### src/rtl/snake_pkg.sv
// Shared types and constants for the snake game controller slice.
package snake_pkg;

  localparam int unsigned INIT_LEN = 4;
  localparam int unsigned BOARD_W  = 8;

  typedef enum logic [1:0] {
    LEFT  = 2'b00,
    DOWN  = 2'b01,
    UP    = 2'b10,
    RIGHT = 2'b11
  } dir_t;

  typedef enum logic [2:0] {
    ST_IDLE,
    ST_INIT,
    ST_SPAWN,
    ST_RUN,
    ST_STEP,
    ST_EVAL,
    ST_OVER
  } ctrl_state_t;

  // The encoding makes opposite directions bitwise complements.
  function automatic logic is_reverse(dir_t a, dir_t b);
    return (a ^ b) == 2'b11;
  endfunction

endpackage

### src/rtl/snake_lfsr6.sv
// 6-bit maximal-length LFSR (x^6+x^5+1); free-running, seeded to 000001, never zero.
module snake_lfsr6
  import snake_pkg::*;
(
  input  logic       clk,
  input  logic       clear_n,
  output logic [5:0] q
);

  logic [5:0] lfsr_q;
  logic [5:0] lfsr_d;

  always_comb begin
    lfsr_d = {lfsr_q[4:0], lfsr_q[5] ^ lfsr_q[4]};
  end

  always_ff @(posedge clk) begin
    if (!clear_n) lfsr_q <= 6'b000001;
    else          lfsr_q <= lfsr_d;
  end

  assign q = lfsr_q;

endmodule

### src/rtl/snake_game_ctrl.sv
// Game-flow sequencer for the 8x8 snake datapath: play/over FSM, direction latch, step and spawn handshakes.
// Define SNAKE_SPEEDUP_EN to gate steps with a score-dependent tick-skip counter.
module snake_game_ctrl
  import snake_pkg::*;
#(
  parameter int unsigned INIT_LEN      = snake_pkg::INIT_LEN,
  parameter int unsigned MAX_LEN       = 64,
  parameter int unsigned TICK_DIV_BASE = 4
) (
  input  logic       clk,
  input  logic       clear_n,
  input  logic       tick,
  input  logic       start,
  input  logic [3:0] direction,
  output logic       step_req,
  output logic [1:0] step_dir,
  input  logic       step_done,
  input  logic       hit_wall,
  input  logic       hit_self,
  input  logic       ate,
  output logic       grow,
  output logic       board_init,
  output logic       spawn_req,
  output logic [5:0] spawn_xy,
  input  logic       spawn_ack,
  output logic [5:0] score,
  output logic       game_over,
  output logic       win
);

  ctrl_state_t state_q, state_d;
  dir_t        dir_q, dir_d;
  dir_t        last_dir_q, last_dir_d;
  dir_t        step_dir_q, step_dir_d;
  dir_t        btn_dir;
  logic        step_req_q, step_req_d;
  logic        grow_q, grow_d;
  logic        board_init_q, board_init_d;
  logic        spawn_req_q, spawn_req_d;
  logic        game_over_q, game_over_d;
  logic        win_q, win_d;
  logic        coll_q, coll_d;
  logic        ate_q, ate_d;
  logic [5:0]  score_q, score_d;
  logic [6:0]  len_q, len_d;
  logic [6:0]  len_inc;
  logic [5:0]  score_inc;
  logic        step_go;

  snake_lfsr6 u_lfsr (
    .clk     (clk),
    .clear_n (clear_n),
    .q       (spawn_xy)
  );

`ifdef SNAKE_SPEEDUP_EN
  logic [5:0] skip_q, skip_d;
  logic [5:0] base, quarter, period;

  // skip_q counts ticks seen in RUN since the last step; period shrinks by one every 4 apples.
  always_comb begin
    base    = 6'(TICK_DIV_BASE);
    quarter = {2'b00, score_q[5:2]};
    period  = (base > quarter) ? base - quarter : 6'd1;
    step_go = (skip_q + 6'd1) >= period;
    skip_d  = skip_q;
    if ((state_q == ST_IDLE || state_q == ST_OVER) && start) skip_d = '0;
    else if (state_q == ST_RUN && tick)                    skip_d = step_go ? '0 : skip_q + 6'd1;
  end

  always_ff @(posedge clk) begin
    if (!clear_n) skip_q <= '0;
    else          skip_q <= skip_d;
  end
`else
  always_comb begin
    step_go = 1'b1;
  end
`endif

  always_comb begin
    btn_dir = UP;
    if (direction[3])      btn_dir = RIGHT;
    else if (direction[0]) btn_dir = LEFT;
    else if (direction[1]) btn_dir = DOWN;
  end

  always_comb begin
    len_inc   = (len_q >= 7'(MAX_LEN)) ? len_q : len_q + 7'd1;
    score_inc = (score_q == '1) ? score_q : score_q + 6'd1;

    state_d    = state_q;
    dir_d      = dir_q;
    last_dir_d = last_dir_q;
    step_dir_d = step_dir_q;
    score_d    = score_q;
    len_d      = len_q;
    win_d      = win_q;
    coll_d     = coll_q;
    ate_d      = ate_q;
    grow_d     = 1'b0;

    if ((state_q == ST_RUN || state_q == ST_STEP || state_q == ST_EVAL) &&
        (|direction) && !is_reverse(btn_dir, last_dir_q)) begin
      dir_d = btn_dir;
    end

    case (state_q)
      ST_IDLE, ST_OVER: begin
        if (start) begin
          state_d    = ST_INIT;
          score_d    = '0;
          len_d      = 7'(INIT_LEN);
          win_d      = 1'b0;
          dir_d      = RIGHT;
          last_dir_d = RIGHT;
          step_dir_d = RIGHT;
        end
      end
      ST_INIT:  state_d = ST_SPAWN;
      ST_SPAWN: if (spawn_ack) state_d = ST_RUN;
      ST_RUN: begin
        if (tick && step_go) begin
          state_d    = ST_STEP;
          step_dir_d = dir_d;
        end
      end
      ST_STEP: begin
        if (step_done) begin
          state_d    = ST_EVAL;
          coll_d     = hit_wall | hit_self;
          ate_d      = ate;
          last_dir_d = step_dir_q;
        end
      end
      ST_EVAL: begin
        if (coll_q) begin
          state_d = ST_OVER;
        end else if (ate_q) begin
          grow_d  = 1'b1;
          score_d = score_inc;
          len_d   = len_inc;
          if (len_inc == 7'(MAX_LEN)) begin
            state_d = ST_OVER;
            win_d   = 1'b1;
          end else begin
            state_d = ST_SPAWN;
          end
        end else begin
          state_d = ST_RUN;
        end
      end
      default: state_d = ST_IDLE;
    endcase

    // Level outputs are registered from the next state so they line up with state_q.
    step_req_d   = (state_d == ST_STEP);
    spawn_req_d  = (state_d == ST_SPAWN);
    board_init_d = (state_d == ST_INIT);
    game_over_d  = (state_d == ST_OVER);
  end

  always_ff @(posedge clk) begin
    if (!clear_n) begin
      state_q      <= ST_IDLE;
      dir_q        <= RIGHT;
      last_dir_q   <= RIGHT;
      step_dir_q   <= RIGHT;
      step_req_q   <= 1'b0;
      grow_q       <= 1'b0;
      board_init_q <= 1'b0;
      spawn_req_q  <= 1'b0;
      game_over_q  <= 1'b0;
      win_q        <= 1'b0;
      coll_q       <= 1'b0;
      ate_q        <= 1'b0;
      score_q      <= '0;
      len_q        <= 7'(INIT_LEN);
    end else begin
      state_q      <= state_d;
      dir_q        <= dir_d;
      last_dir_q   <= last_dir_d;
      step_dir_q   <= step_dir_d;
      step_req_q   <= step_req_d;
      grow_q       <= grow_d;
      board_init_q <= board_init_d;
      spawn_req_q  <= spawn_req_d;
      game_over_q  <= game_over_d;
      win_q        <= win_d;
      coll_q       <= coll_d;
      ate_q        <= ate_d;
      score_q      <= score_d;
      len_q        <= len_d;
    end
  end

  assign step_req   = step_req_q;
  assign step_dir   = step_dir_q;
  assign grow       = grow_q;
  assign board_init = board_init_q;
  assign spawn_req  = spawn_req_q;
  assign score      = score_q;
  assign game_over  = game_over_q;
  assign win        = win_q;

endmodule

### config.mk
export PLATFORM = sky130hd
export DESIGN_NAME = snake_game_ctrl
export DESIGN_NICKNAME = d
export VERILOG_FILES = /design/src/rtl/snake_pkg.sv /design/src/rtl/snake_lfsr6.sv /design/src/rtl/snake_game_ctrl.sv
export SDC_FILE = /design/constraint.sdc
export NUM_CORES = 1
export LEC_CHECK = 0
export BUFFER_PORTS_ARGS = -buffer_cell sky130_fd_sc_hd__buf_2
export CORE_ASPECT_RATIO = 0.8
export CORE_MARGIN = 2
export CORE_UTILIZATION = 43
export DETAILED_ROUTE_END_ITERATION = 10
export MAX_ROUTING_LAYER = met4
export PLACE_DENSITY = 0.65
export SYNTH_ARGS = -nofsm -noshare
export SYNTH_HDL_FRONTEND = slang
export SYNTH_SLANG_ARGS = --single-unit
### constraint.sdc
create_clock -name clk -period 3.8 [get_ports clk]
set_clock_uncertainty 0.05 [all_clocks]
set_input_delay 0.19 -clock clk [delete_from_list [all_inputs] [get_ports clk]]
set_output_delay 0.19 -clock clk [all_outputs]
set_load 0.02 [all_outputs]
-- After elaboration in Yosys (flattened, before gate mapping)
Cells that the tools add are included.
W data, S select, Z words.
- register bits: 36
- input bits: 13
- output and inout port bits: 20
- word-level logic and storage cells: 96
- add/sub/neg operators: 2
- $lt $le $gt $ge: 1
- eq/ne operators: 20
- mux-type cells: 35
- bitwise operators: 5
- reduce and logical (&&, ||, !) cells: 18
- operator list (operator ; count):
    $mux W7 ; 4
    $mux W6 ; 4
    $mux W3 ; 7
    $mux W2 ; 9
    $pmux W3 S6 ; 1
    $eq A3 B3 Y1 const B ; 5
    $pmux W7 S2 ; 1
    $ne A2 B2 Y1 const B ; 6
    $pmux W6 S2 ; 1
    $reduce_and A5 Y1 ; 2
    $eq A3 B2 Y1 const B ; 3
    $pmux W2 S2 ; 2
    $add A7 B1 Y7 const B ; 1
    $eq A7 B7 Y1 const B ; 1
    $ge A7 B7 Y1 const B ; 1
    $add A6 B1 Y6 const B ; 1
    $eq A3 B1 Y1 const B ; 2
    $eq A6 B6 Y1 const B ; 1
    $reduce_and A3 Y1 ; 2
    $reduce_bool A2 Y1 ; 3
    $mux W1 ; 5
    $reduce_and A4 Y1 ; 1
    $reduce_or A4 Y1 ; 1
    $logic_not A3 Y1 ; 1
    13 further kinds ; 16

-- Longest topological paths before layout
- depth after elaboration: 10
- depth in mapped cells: 7
- gate-level depth less buffers: 6

-- Cells and area by module
From an unflattened synthesis, not the netlist that was laid out.
- cells, all modules: 215
- area, all modules: 1884.3 um^2
- modules (own cells, without submodules) (module ; instances ; cells an instance ; area an instance (um^2) ; seq. area each (um^2)):
    snake_game_ctrl ; 1 ; 197 ; 1681.6 ; 600.6
    snake_lfsr6 ; 1 ; 18 ; 202.7 ; 120.1

-- Worst setup path before layout
Ideal clock, no wire load.
- path type: reg2reg
- start point: register len_q[0]
- end point: register step_req_q (netlist: step_req)
- library setup time: 0.073 ns
- arrival: 1.796 ns
- required time: 3.677 ns
- path slack: 1.881 ns
- stages on the path, launching flop included: 7
- path buffers: 0
- clock period less this slack: 1.919 ns
- path through: dfxtp_1 -> inv_1 -> ha_1 -> o41ai_2 -> nand3_4 -> o41ai_4 -> nor3b_2
- cells in the longest elaborated chain, start to end: 8
- elaborated cells between the ends (all ways): 9
- those cells by class: add/sub: 1; order compare: 1; eq/ne: 2; mux: 5
- ends and longest elaborated chain (element ; RTL line ; RTL):
    from (decl) ; snake_game_ctrl.sv:45 ; logic [6:0] len_q, len_d;
    from (signal assigned) ; snake_game_ctrl.sv:178 ; len_q <= 7'(INIT_LEN);
    from (signal assigned) ; snake_game_ctrl.sv:193 ; len_q <= len_d;
    $add A7 B1 Y7 or $ge A7 B7 Y1 (tied branches) ; snake_game_ctrl.sv:89 ; len_inc = (len_q >= 7'(MAX_LEN)) ? len_q : len_q + 7'd1;
    $mux W7 (*) ; snake_game_ctrl.sv:89 ;
    $eq A7 B7 Y1 (*) ; snake_game_ctrl.sv:143 ; if (len_inc == 7'(MAX_LEN)) begin
    $mux W3 (*) ; snake_game_ctrl.sv:143 ;
    $mux W3 (*) ; snake_game_ctrl.sv:139 ; end else if (ate_q) begin
    $mux W3 (*) ; snake_game_ctrl.sv:137 ; if (coll_q) begin
    $pmux W3 S6 (*) ; snake_game_ctrl.sv:108 ; case (state_q)
    $eq A3 B3 Y1 (*) ; snake_game_ctrl.sv:157 ; step_req_d = (state_d == ST_STEP);
    to (signal assigned) ; snake_game_ctrl.sv:184 ; step_req_q <= step_req_d;
    to (decl) ; snake_game_ctrl.sv:36 ; logic step_req_q, step_req_d;
Mark *: on every way between the ends. The rest lies on a longest branch, timed or not.
A chain may end at the register's enable or synchronous reset.

-- Worst setup path after layout
- start point: register state_q[0]
- end point: register score_q[5] (netlist: score[5])
- cells in the longest elaborated chain, start to end: 4
- elaborated cells between the ends (all ways): 11
- those cells by class: eq/ne: 6; mux: 1; reduce/logical: 4
- ends and longest elaborated chain (element ; RTL line ; RTL):
    from (decl) ; snake_game_ctrl.sv:31 ; ctrl_state_t state_q, state_d;
    from (signal assigned) ; snake_game_ctrl.sv:180 ; state_q <= state_d;
    $eq A3 B3 Y1 or $logic_not A3 Y1 (tied branches) ; snake_game_ctrl.sv:108 ;
    $reduce_or A2 Y1 ; snake_game_ctrl.sv:108 ;
    $ne A2 B2 Y1 (no line) or $reduce_bool A2 Y1 (tied branches) ; n/a ;
    $reduce_and A5 Y1 (no line) ; n/a ;
    to (signal assigned) ; snake_game_ctrl.sv:192 ; score_q <= score_d;
    to (decl) ; snake_game_ctrl.sv:44 ; logic [5:0] score_q, score_d;
Parallel ways exist; a longest one is shown, timed or not.

==> flow_metrics.tcl <==
set metrics [dict create \
    status "complete, no violations" \
    clockBufferDepth 2 \
    synth_warnings 0 \
    drtPass1Iterations 4 \
    cp_slowest_stage_delay_ps 590 \
    drive_gt1_frac 0.195 \
    path_class "reg -> reg" \
    drt_iter0_drc 67 \
    die-height_um 62.2 \
    synth_cells 209 \
    ioPinCount 33 \
    finalHoldViolCount 0 \
    grt_max_degree 27 \
    maxCapViolations 0 \
    async_reset_ff_frac 0 \
    pwr-share-comb 0.104 \
    rrSetupSlack_ps 1700 \
    cp_slowest_cell "dfxtp_1" \
    cts_hold_buf 0 \
    pwr_density_cell_nw_per_um2 358 \
    synth_area_leaders "dfxtp_1, and2_1, nor2_1" \
    cts_made_buffers 5 \
    vias_per_cell 5.17 \
    setup_viol 0 \
    synth.avg_cell_area_sq_um 8.71 \
    port-buffer-count 32 \
    die_width_um 76.7 \
    max_freq_mhz 476 \
    yosysSeqAreaShare 0.396 \
    slew_headroom 0.551 \
    h-tree-depth 2 \
    die-area_sq_um 4770 \
    ys_seq_elements 36 \
    slew_viol_final 0 \
    rr_endpoint "score[5]" \
    holdPathEnd "coll_q" \
    place_hpwl_um 2670 \
    wl_per_cell_um 12.5 \
    layout_common_cells "dfxtp_1, buf_2, nor2_1" \
    whs_path_depth 2 \
    power.leakage_uw 0.000842 \
    vias 1516 \
    r2r_start "state_q[0]" \
    required_ps 3930 \
    cts_tree "done" \
    p_int_uw 543 \
    worst_pin_slew_ps 668 \
    r2r_cells 5 \
    coreArea_sq_um 4130 \
    synth_edf_count 0 \
    switching_share 0.266 \
    ant_nets 0 \
    worstPathArrival_ps 2230 \
    syn_area_sq_um 1820 \
    power_frac_seq 0.534 \
    gr-total-overflow 0 \
    synth_flop_cell "dfxtp_1" \
    insertion_delay_ps 280 \
    crit_buf_inv 0 \
    synth_largest_area_cell "dfxtp_1" \
    row_count 21 \
    startpoint_type "register" \
    min_from "hit_wall" \
    grtUsageTotal 0.166 \
    cts.clk_slew.worst_paths_ps 70 \
    grt_pass1_wl_um 6240 \
    grt_pass1_vias 1355 \
    fin_crit_sh 0.553 \
    power_switching_uw 197 \
    min_period_ps 2100 \
    synthDominantCellAreaShare 0.396 \
    seq_area_sq_um 721 \
    final_util 0.501 \
    fillers 412 \
    endpoint_kind "register" \
    drt_wl_total_um 3650 \
    diodes 0 \
    clock-sinks 36 \
    pwr-share-clk 0.362 \
    worst_hold_path_type "in -> reg" \
    multi_input_area_sq_um 1010 \
    initial_core_util 0.441 \
    drc 0 \
    mostFrequentLayoutCell "dfxtp_1" \
    irDropWorstVdd_mv 0.162 \
    cp-startpoint "state_q[0]" \
    cts_root_buf "clkbuf_8" \
    cp_cell_sequence "nand3b_2 -> o32a_1 -> nor4_1 -> xnor2_1 -> nor2_1" \
    place_congestion 0.851 \
    syn-num-nets 225 \
    synth_cell_type_count 52 \
    nNetsFinal 251 \
    crit_fanout 15 \
    cpLargestDelayFamily "simple AND/OR/NAND/NOR gates" \
    cts.repair.resized 0 \
    grt_antenna_before_repair 0 \
    rsz0062_at_grt "no" \
    area_growth_pct 13.5 \
    fin_tns_setup_ps 0 \
    post-cts-setup-buffers 0 \
]
-- state kept, by name (all words and copies together), names as in the netlist, 2 cells and up --
name and flops:
score 6, step_dir 2, dir_q 2, last_dir_q 2, len_q 7, u_lfsr.q 6, state_q 3
-- logic make-up (layout without fill, tap and decap cells) --
kind of cell,after synthesis,count (layout),synth area share
muxes,1,1,0.00619
xor gates and xnor gates,10,10,0.0481
AOI/OAI and AO/OA,42,42,0.168
DFF,36,36,0.396
adders and majority gates,3,3,0.0206
buffers and inverters,18,45,0.0502
and+or+nand+nor,99,99,0.311
-- how the worst max path moves through the flow --
stage	end	slack, ps	cells after the start
final	score[5]	1700	5
after global routing	score[5]	1520	5
after CTS	step_req	1700	6
after detailed placement	step_req	1720	6
after global placement	step_req	1800	6
after floorplan	step_req	1880	6
-- routing by layer --
layer / global-route usage / wire length, um
met5: - / 0
met4: 0.0545 / 36
met3: 0.0378 / 161
met2: 0.232 / 1530
met1: 0.237 / 1930
-- power groups by stage --
stage / logic (uW) / clock network [uW] / registers (uW)
6_report: 77.2 / 268 / 395
5_1_grt: 86.1 / 293 / 396
4_1_cts: 77.5 / 275 / 394
3_5_place_dp: 77.1 / 0 / 403
3_3_place_gp: 77.0 / 0 / 403
2_1_floorplan: 58.4 / 0 / 400
-- worst register-to-register path, stage by stage (launching register included) --
cell and delay [ps]:
dfxtp_1 590, nand3b_2 260, o32a_1 510, nor4_1 390, xnor2_1 160, nor2_1 50
-- through the flow --
step / instance area (sq um) / instances / hold WS [ps] / power [uW] / setup slack (ps)
after floorplan: 1820 / 209 / 293 / 459 / 1880
after global placement: 1980 / 285 / 389 / 480 / 1800
after detailed placement: 1980 / 285 / 393 / 480 / 1720
after CTS: 2070 / 293 / 94.2 / 747 / 1700
after global routing: 2070 / 293 / 120 / 776 / 1520
final: 2070 / 293 / 101 / 740 / 1700
-- cell usage after synthesis, drive strengths merged (2+ instances only) --
library cell / number
buf: 8
nor2: 17
a21oi: 7
nand3: 10
nor4: 2
xor2: 3
clkbuf: 5
nand2: 15
nor4b: 2
or4b: 2
and2: 11
nand2b: 3
o41ai: 2
nand3b: 5
a21boi: 4
inv: 5
o21ai: 15
nor3b: 4
xnor2: 7
and3: 2
or3: 3
ha: 3
nor3: 10
dfxtp: 36
nor2b: 9
-- layout make-up --
cell class	count	area share
clock buffer	5	0.0333
multi-input combinational	155	0.488
sequential	36	0.349
tap	57	0.0345
timing repair buffer	32	0.0775
inverter	5	0.00908
clock inverter	3	0.00908
Note: power is estimated with default switching activity, not from simulation.
